**config.mk**
```make
export PLATFORM = sky130hd
export DESIGN_NAME = wb_write_arbiter
export DESIGN_NICKNAME = d
export VERILOG_FILES = /design/src/rtl/wb_write_arbiter.sv
export SDC_FILE = /design/constraint.sdc
export NUM_CORES = 1
export LEC_CHECK = 0
export CORE_AREA = 2 2 92 94
export DETAILED_ROUTE_END_ITERATION = 8
export DIE_AREA = 0 0 94 96
export PLACE_DENSITY = 0.76
export SLEW_MARGIN = 15
export SYNTH_ARGS = -nofsm -noshare
export SYNTH_HDL_FRONTEND = slang
export SYNTH_SLANG_ARGS = --single-unit
```
**constraint.sdc**
```tcl
create_clock -name clk -period 4.51 [get_ports clk]
set_input_delay 0.902 -clock clk [delete_from_list [all_inputs] [get_ports clk]]
set_output_delay 0.902 -clock clk [all_outputs]
set_load 0.01 [all_outputs]
```
**src/rtl/wb_write_arbiter.sv**
```systemverilog
// Writeback arbiter: buffers pipeline results in a small FIFO and muxes them with a priority aux writer onto the register-file write port.
// Optional macro WB_CONFLICT_CNT_EN adds a saturating aux-vs-FIFO conflict counter output (conflict_cnt).
module wb_write_arbiter #(
    parameter int DEPTH = 2,
    parameter int AW    = 4,
    parameter int DW    = 16
) (
    input  logic                     clk,
    input  logic                     rst,
    input  logic                     in_valid,
    output logic                     in_ready,
    input  logic                     in_regWrite,
    input  logic                     in_memToReg,
    input  logic [AW-1:0]            in_rd,
    input  logic [DW-1:0]            in_alu_data,
    input  logic [DW-1:0]            in_mem_data,
    input  logic                     aux_req,
    input  logic [AW-1:0]            aux_rd,
    input  logic [DW-1:0]            aux_wd,
    output logic                     regWrite,
    output logic [AW-1:0]            A3,
    output logic [DW-1:0]            WD3,
    input  logic [AW-1:0]            fwd_addr1,
    input  logic [AW-1:0]            fwd_addr2,
    output logic                     fwd_hit1,
    output logic                     fwd_hit2,
    output logic [DW-1:0]            fwd_data1,
    output logic [DW-1:0]            fwd_data2,
    output logic [$clog2(DEPTH):0]   pending_cnt
`ifdef WB_CONFLICT_CNT_EN
    ,
    output logic [15:0]              conflict_cnt
`endif
);

    localparam int PW = $clog2(DEPTH);
    localparam int CW = PW + 1;

    logic [AW-1:0] addr_q [DEPTH];
    logic [DW-1:0] data_q [DEPTH];
    logic [PW-1:0] rd_ptr_q, rd_ptr_d;
    logic [PW-1:0] wr_ptr_q, wr_ptr_d;
    logic [CW-1:0] cnt_q, cnt_d;

    logic          aux_act;
    logic          fifo_pop;
    logic          fifo_push;
    logic [DW-1:0] in_data;

    // Aux is masked during reset so the write port is quiet while rst is high.
    assign aux_act   = aux_req & ~rst;
    assign fifo_pop  = ~aux_act & (cnt_q != '0);
    assign in_ready  = ~rst & ((cnt_q < CW'(DEPTH)) | fifo_pop);
    assign fifo_push = in_valid & in_ready & in_regWrite;
    assign in_data   = in_memToReg ? in_mem_data : in_alu_data;
    assign pending_cnt = cnt_q;

    always_comb begin
        regWrite = 1'b0;
        A3       = '0;
        WD3      = '0;
        if (aux_act) begin
            regWrite = 1'b1;
            A3       = aux_rd;
            WD3      = aux_wd;
        end else if (fifo_pop) begin
            regWrite = 1'b1;
            A3       = addr_q[rd_ptr_q];
            WD3      = data_q[rd_ptr_q];
        end
    end

    always_comb begin
        rd_ptr_d = rd_ptr_q;
        wr_ptr_d = wr_ptr_q;
        cnt_d    = cnt_q;
        if (fifo_pop) begin
            rd_ptr_d = rd_ptr_q + PW'(1);
        end
        if (fifo_push) begin
            wr_ptr_d = wr_ptr_q + PW'(1);
        end
        case ({fifo_push, fifo_pop})
            2'b10:   cnt_d = cnt_q + CW'(1);
            2'b01:   cnt_d = cnt_q - CW'(1);
            default: cnt_d = cnt_q;
        endcase
    end

    // Scan oldest to newest so a later match overrides an earlier one.
    logic [PW-1:0] scan_idx;
    always_comb begin
        fwd_hit1  = 1'b0;
        fwd_hit2  = 1'b0;
        fwd_data1 = '0;
        fwd_data2 = '0;
        scan_idx  = '0;
        for (int i = 0; i < DEPTH; i++) begin
            scan_idx = rd_ptr_q + PW'(i);
            if (CW'(i) < cnt_q) begin
                if (addr_q[scan_idx] == fwd_addr1) begin
                    fwd_hit1  = 1'b1;
                    fwd_data1 = data_q[scan_idx];
                end
                if (addr_q[scan_idx] == fwd_addr2) begin
                    fwd_hit2  = 1'b1;
                    fwd_data2 = data_q[scan_idx];
                end
            end
        end
    end

    always_ff @(posedge clk or posedge rst) begin
        if (rst) begin
            rd_ptr_q <= '0;
            wr_ptr_q <= '0;
            cnt_q    <= '0;
            for (int i = 0; i < DEPTH; i++) begin
                addr_q[i] <= '0;
                data_q[i] <= '0;
            end
        end else begin
            rd_ptr_q <= rd_ptr_d;
            wr_ptr_q <= wr_ptr_d;
            cnt_q    <= cnt_d;
            if (fifo_push) begin
                addr_q[wr_ptr_q] <= in_rd;
                data_q[wr_ptr_q] <= in_data;
            end
        end
    end

`ifdef WB_CONFLICT_CNT_EN
    logic [15:0] conflict_q, conflict_d;

    always_comb begin
        conflict_d = conflict_q;
        if (aux_act && (cnt_q != '0) && (conflict_q != 16'hFFFF)) begin
            conflict_d = conflict_q + 16'd1;
        end
    end

    always_ff @(posedge clk or posedge rst) begin
        if (rst) begin
            conflict_q <= '0;
        end else begin
            conflict_q <= conflict_d;
        end
    end

    assign conflict_cnt = conflict_q;
`endif

endmodule

```
==> summary.md <==
| Metric | Value |
|---|---|
| Layout cell share with drive strength beyond 1 | `5.37%` |
| Final wirelength | `10300 um` |
| Fin crit share | `94.5%` |
| Critical path depth in cells | `8` |
| Crit start category | `primary input` |
| Leak | `1.95 nW` |
| I/O pin count | `128` |
| H-tree depth | `2` |
| Pwr Density | `648 nW/um^2` |
| Synth Register Bits | `44` |
| Worst Skew | `0.00989 ns` |
| Sequential share of the synthesized area | `31.1%` |
| First-pass GRT wire length | `16100 um` |
| Critical-path cell list | `clkdlybuf4s50_1 -> or3b_1 -> mux2i_1 -> and4_1 -> buf_4 -> a21oi_1 -> a32oi_1 -> clkdlybuf4s50_1` |
| Post-DP HPWL | `7860 um` |
| Synth Instances | `446` |
| R2R depth | `7` |
| Post-Syn Nets | `519` |
| Num rows | `33` |
| Clk sinks | `44` |
| Horiz. Die Dim | `94 um` |
| Routability cong. | `0.873` |
| Multi-input logic area | `2250 sq um` |
| Initial antenna violation count | `0` |
| PnR worst setup slack | `0.248 ns` |
| DIE HEIGHT | `96 um` |
| CP max stage cell | `clkdlybuf4s50_1` |
| RSZ-0062 raised after global routing | `false` |
| Mapped Area | `3540 sq um` |
| Hold WS | `0.521 ns` |
| Vias per inst | `5.66` |
| # port buffers | `127` |
| Clock transition at path regs | `0.09 ns` |
| Top FF cell, synth | `dfrtp_1` |
| Core box area | `8050 sq um` |
| Post-CTS Repair Setup Buffers | `0` |
| Power Total | `3.24 mW` |
| Max cap viols | `0` |
| Max IR drop VDD | `262 uV` |
| Setup TNS | `0 ns` |
| Most common cell after layout, fill and taps aside | `clkdlybuf4s50_1` |
| Worst-margin pin slew | `0.908 ns` |
| WS Path Type | `in2out` |
| Max clock buf depth | `2` |
| Max frequency | `235 MHz` |
| Final routed DRC violation total | `0` |
| Full die area | `9020 sq um` |
| Crit path max fanout | `23` |
| WP data arrival | `3.36 ns` |
| Area growth, synth to finish | `41.4%` |
| Hold Violations, Final | `0` |
| Vias | `3761` |
| Antenna diodes | `0` |
| Critical Path Max Stage Delay | `0.58 ns` |
| Ys Warns | `0` |
| Initial core utilization | `43.9%` |
| CTS Buf Count | `5` |
| Setup-failing EPs final | `0` |
| Clock latency at the later pin of the worst-skew pair | `0.30 ns` |
| Non-Filler Instances | `664` |
| Post-synth EDFFs | `0` |
| # hold bufs at CTS | `0` |
| Antenna-violating nets left | `0` |
| Min Clock Period, post-route | `4.26 ns` |
| Pre-antenna DRT Iters | `6` |
| Drt first-iter violations | `259` |
| Pre-CTS setup slack | `0.282 ns` |
| Cell family with most CP delay | `buffers and inverters` |
| Pin count of the biggest net entering global routing | `77` |
| Slew Viols, Final | `0` |
| Layout fillers | `739` |
| Async set or reset register ratio after synthesis | `100%` |
| Min-Delay Path Class | `reg2reg` |
| Dpl cells | `656` |
| Slew HR | `39.3%` |
| Vias in the first global route | `3241` |
| Final design utilization | `62.1%` |
| Critical path required time | `3.61 ns` |
| Sequential Area | `1100 sq um` |
| Syn avg cell area | `7.93 sq um` |
| Most frequent CP cell | `clkdlybuf4s50_1` |
| Status | `completed` |
| Final #Nets | `631` |
| Placed Area | `4880 sq um` |
| Worst hold path cell count | `2` |
| Sum of buffers and inverters on the critical path | `3` |
| Crit. End Element | `output port` |
| Global route overflow | `0` |
| Design area | `5000 sq um` |
| CTS tree | `yes` |
| DR WL/cell | `15.5 um` |
| Most frequent cells in the layout | `clkdlybuf4s50_1 (127), nand2_1 (69), nand3_1 (44)` |
| Cell variety after synth | `32` |
| Root Buffer | `clkbuf_8` |
| GRT Util Overall | `22.4%` |
| CTS resizes | `0` |
## sequential cells by signal, indices dropped and copies added (netlist names)
| register | flops |
|---|---|
| data_q | 32 |
| wr_ptr_q | 1 |
| pending_cnt | 2 |
| rd_ptr_q | 1 |
| addr_q | 8 |
## per-layer routing
layer  routed length (um)  global-route usage (%)  up-vias
met3                  618                    1.88        9
met1                 4660                    33.3     1796
li1                     -                       -     1820
met2                 4930                    36.1      136
met4                   89                    4.47        0
met5                    0                       0        -
## synth_stat cells, types with 2 or more instances
master	count	area, sq um
a21oi_1	39	195
a32oi_1	22	193
and2_1	10	62.6
and4_1	2	17.5
buf_1	6	22.5
buf_2	4	20.0
buf_4	2	15.0
buf_6	3	33.8
clkbuf_1	21	78.8
dfrtp_1	44	1100
ha_1	3	37.5
inv_1	4	15.0
mux2_1	8	90.1
mux2i_1	36	360
mux2i_4	2	45.0
nand2_1	69	259
nand3_1	44	220
nand3b_1	2	15.0
nand4_1	3	18.8
nor2_1	24	90.1
nor2b_1	13	81.3
nor4_4	2	42.5
o211ai_1	10	75.1
o21ai_0	11	55.1
o21ai_1	37	185
or2_1	4	25.0
or3b_1	2	17.5
xnor2_1	10	87.6
xor2_1	6	52.6
## power breakdown
part | leakage [nW] | total [mW] | internal [mW] | switching [mW]
registers | 0.523 | 0.914 | 0.595 | 0.319
logic | 1.37 | 2.01 | 1.02 | 0.993
clock network | 0.0614 | 0.314 | 0.181 | 0.133
## worst register-to-register path, stage by stage, from the launching register on
cell	delay, ns
dfrtp_1	0.50
inv_1	0.11
ha_1	0.28
o21ai_1	0.16
nand4_1	0.28
or2_1	0.30
buf_4	0.24
mux2_1	0.35
## final timing paths
path | startpoint | end | slack [ns]
setup / recovery | fwd_addr1[0] | fwd_data1[13] | 0.25
hold / removal | data_q[7] | data_q[7] | 0.52
setup reg to reg | pending_cnt[1] | addr_q[2] | 2.18
hold reg to reg | data_q[7] | data_q[7] | 0.52
max in group asynchronous | rst | rd_ptr_q | 2.97
min in group asynchronous | rst | wr_ptr_q | 1.14
## cell families after synthesis
group                      count (synthesis)  synth area share [%]
muxes                                     47                  14.4
xor gates and xnor gates                  16                  3.96
AOI/OAI and AO/OA                        119                  19.9
DFF                                       44                  31.1
adders and majority gates                  3                  1.06
buffers and inverters                     41                  5.34
and+or+nand+nor                          176                  24.2
## layout make-up
type	count	share of cell area, %
Multi-Input combinational cell	361	45.0
Timing Repair Buffer	141	27.5
Sequential cell	44	22.1
Tap cell	105	2.63
Clock buffer	6	1.65
Clock inverter	2	0.776
Inverter	5	0.375
(Power assumes the default switching activity.)
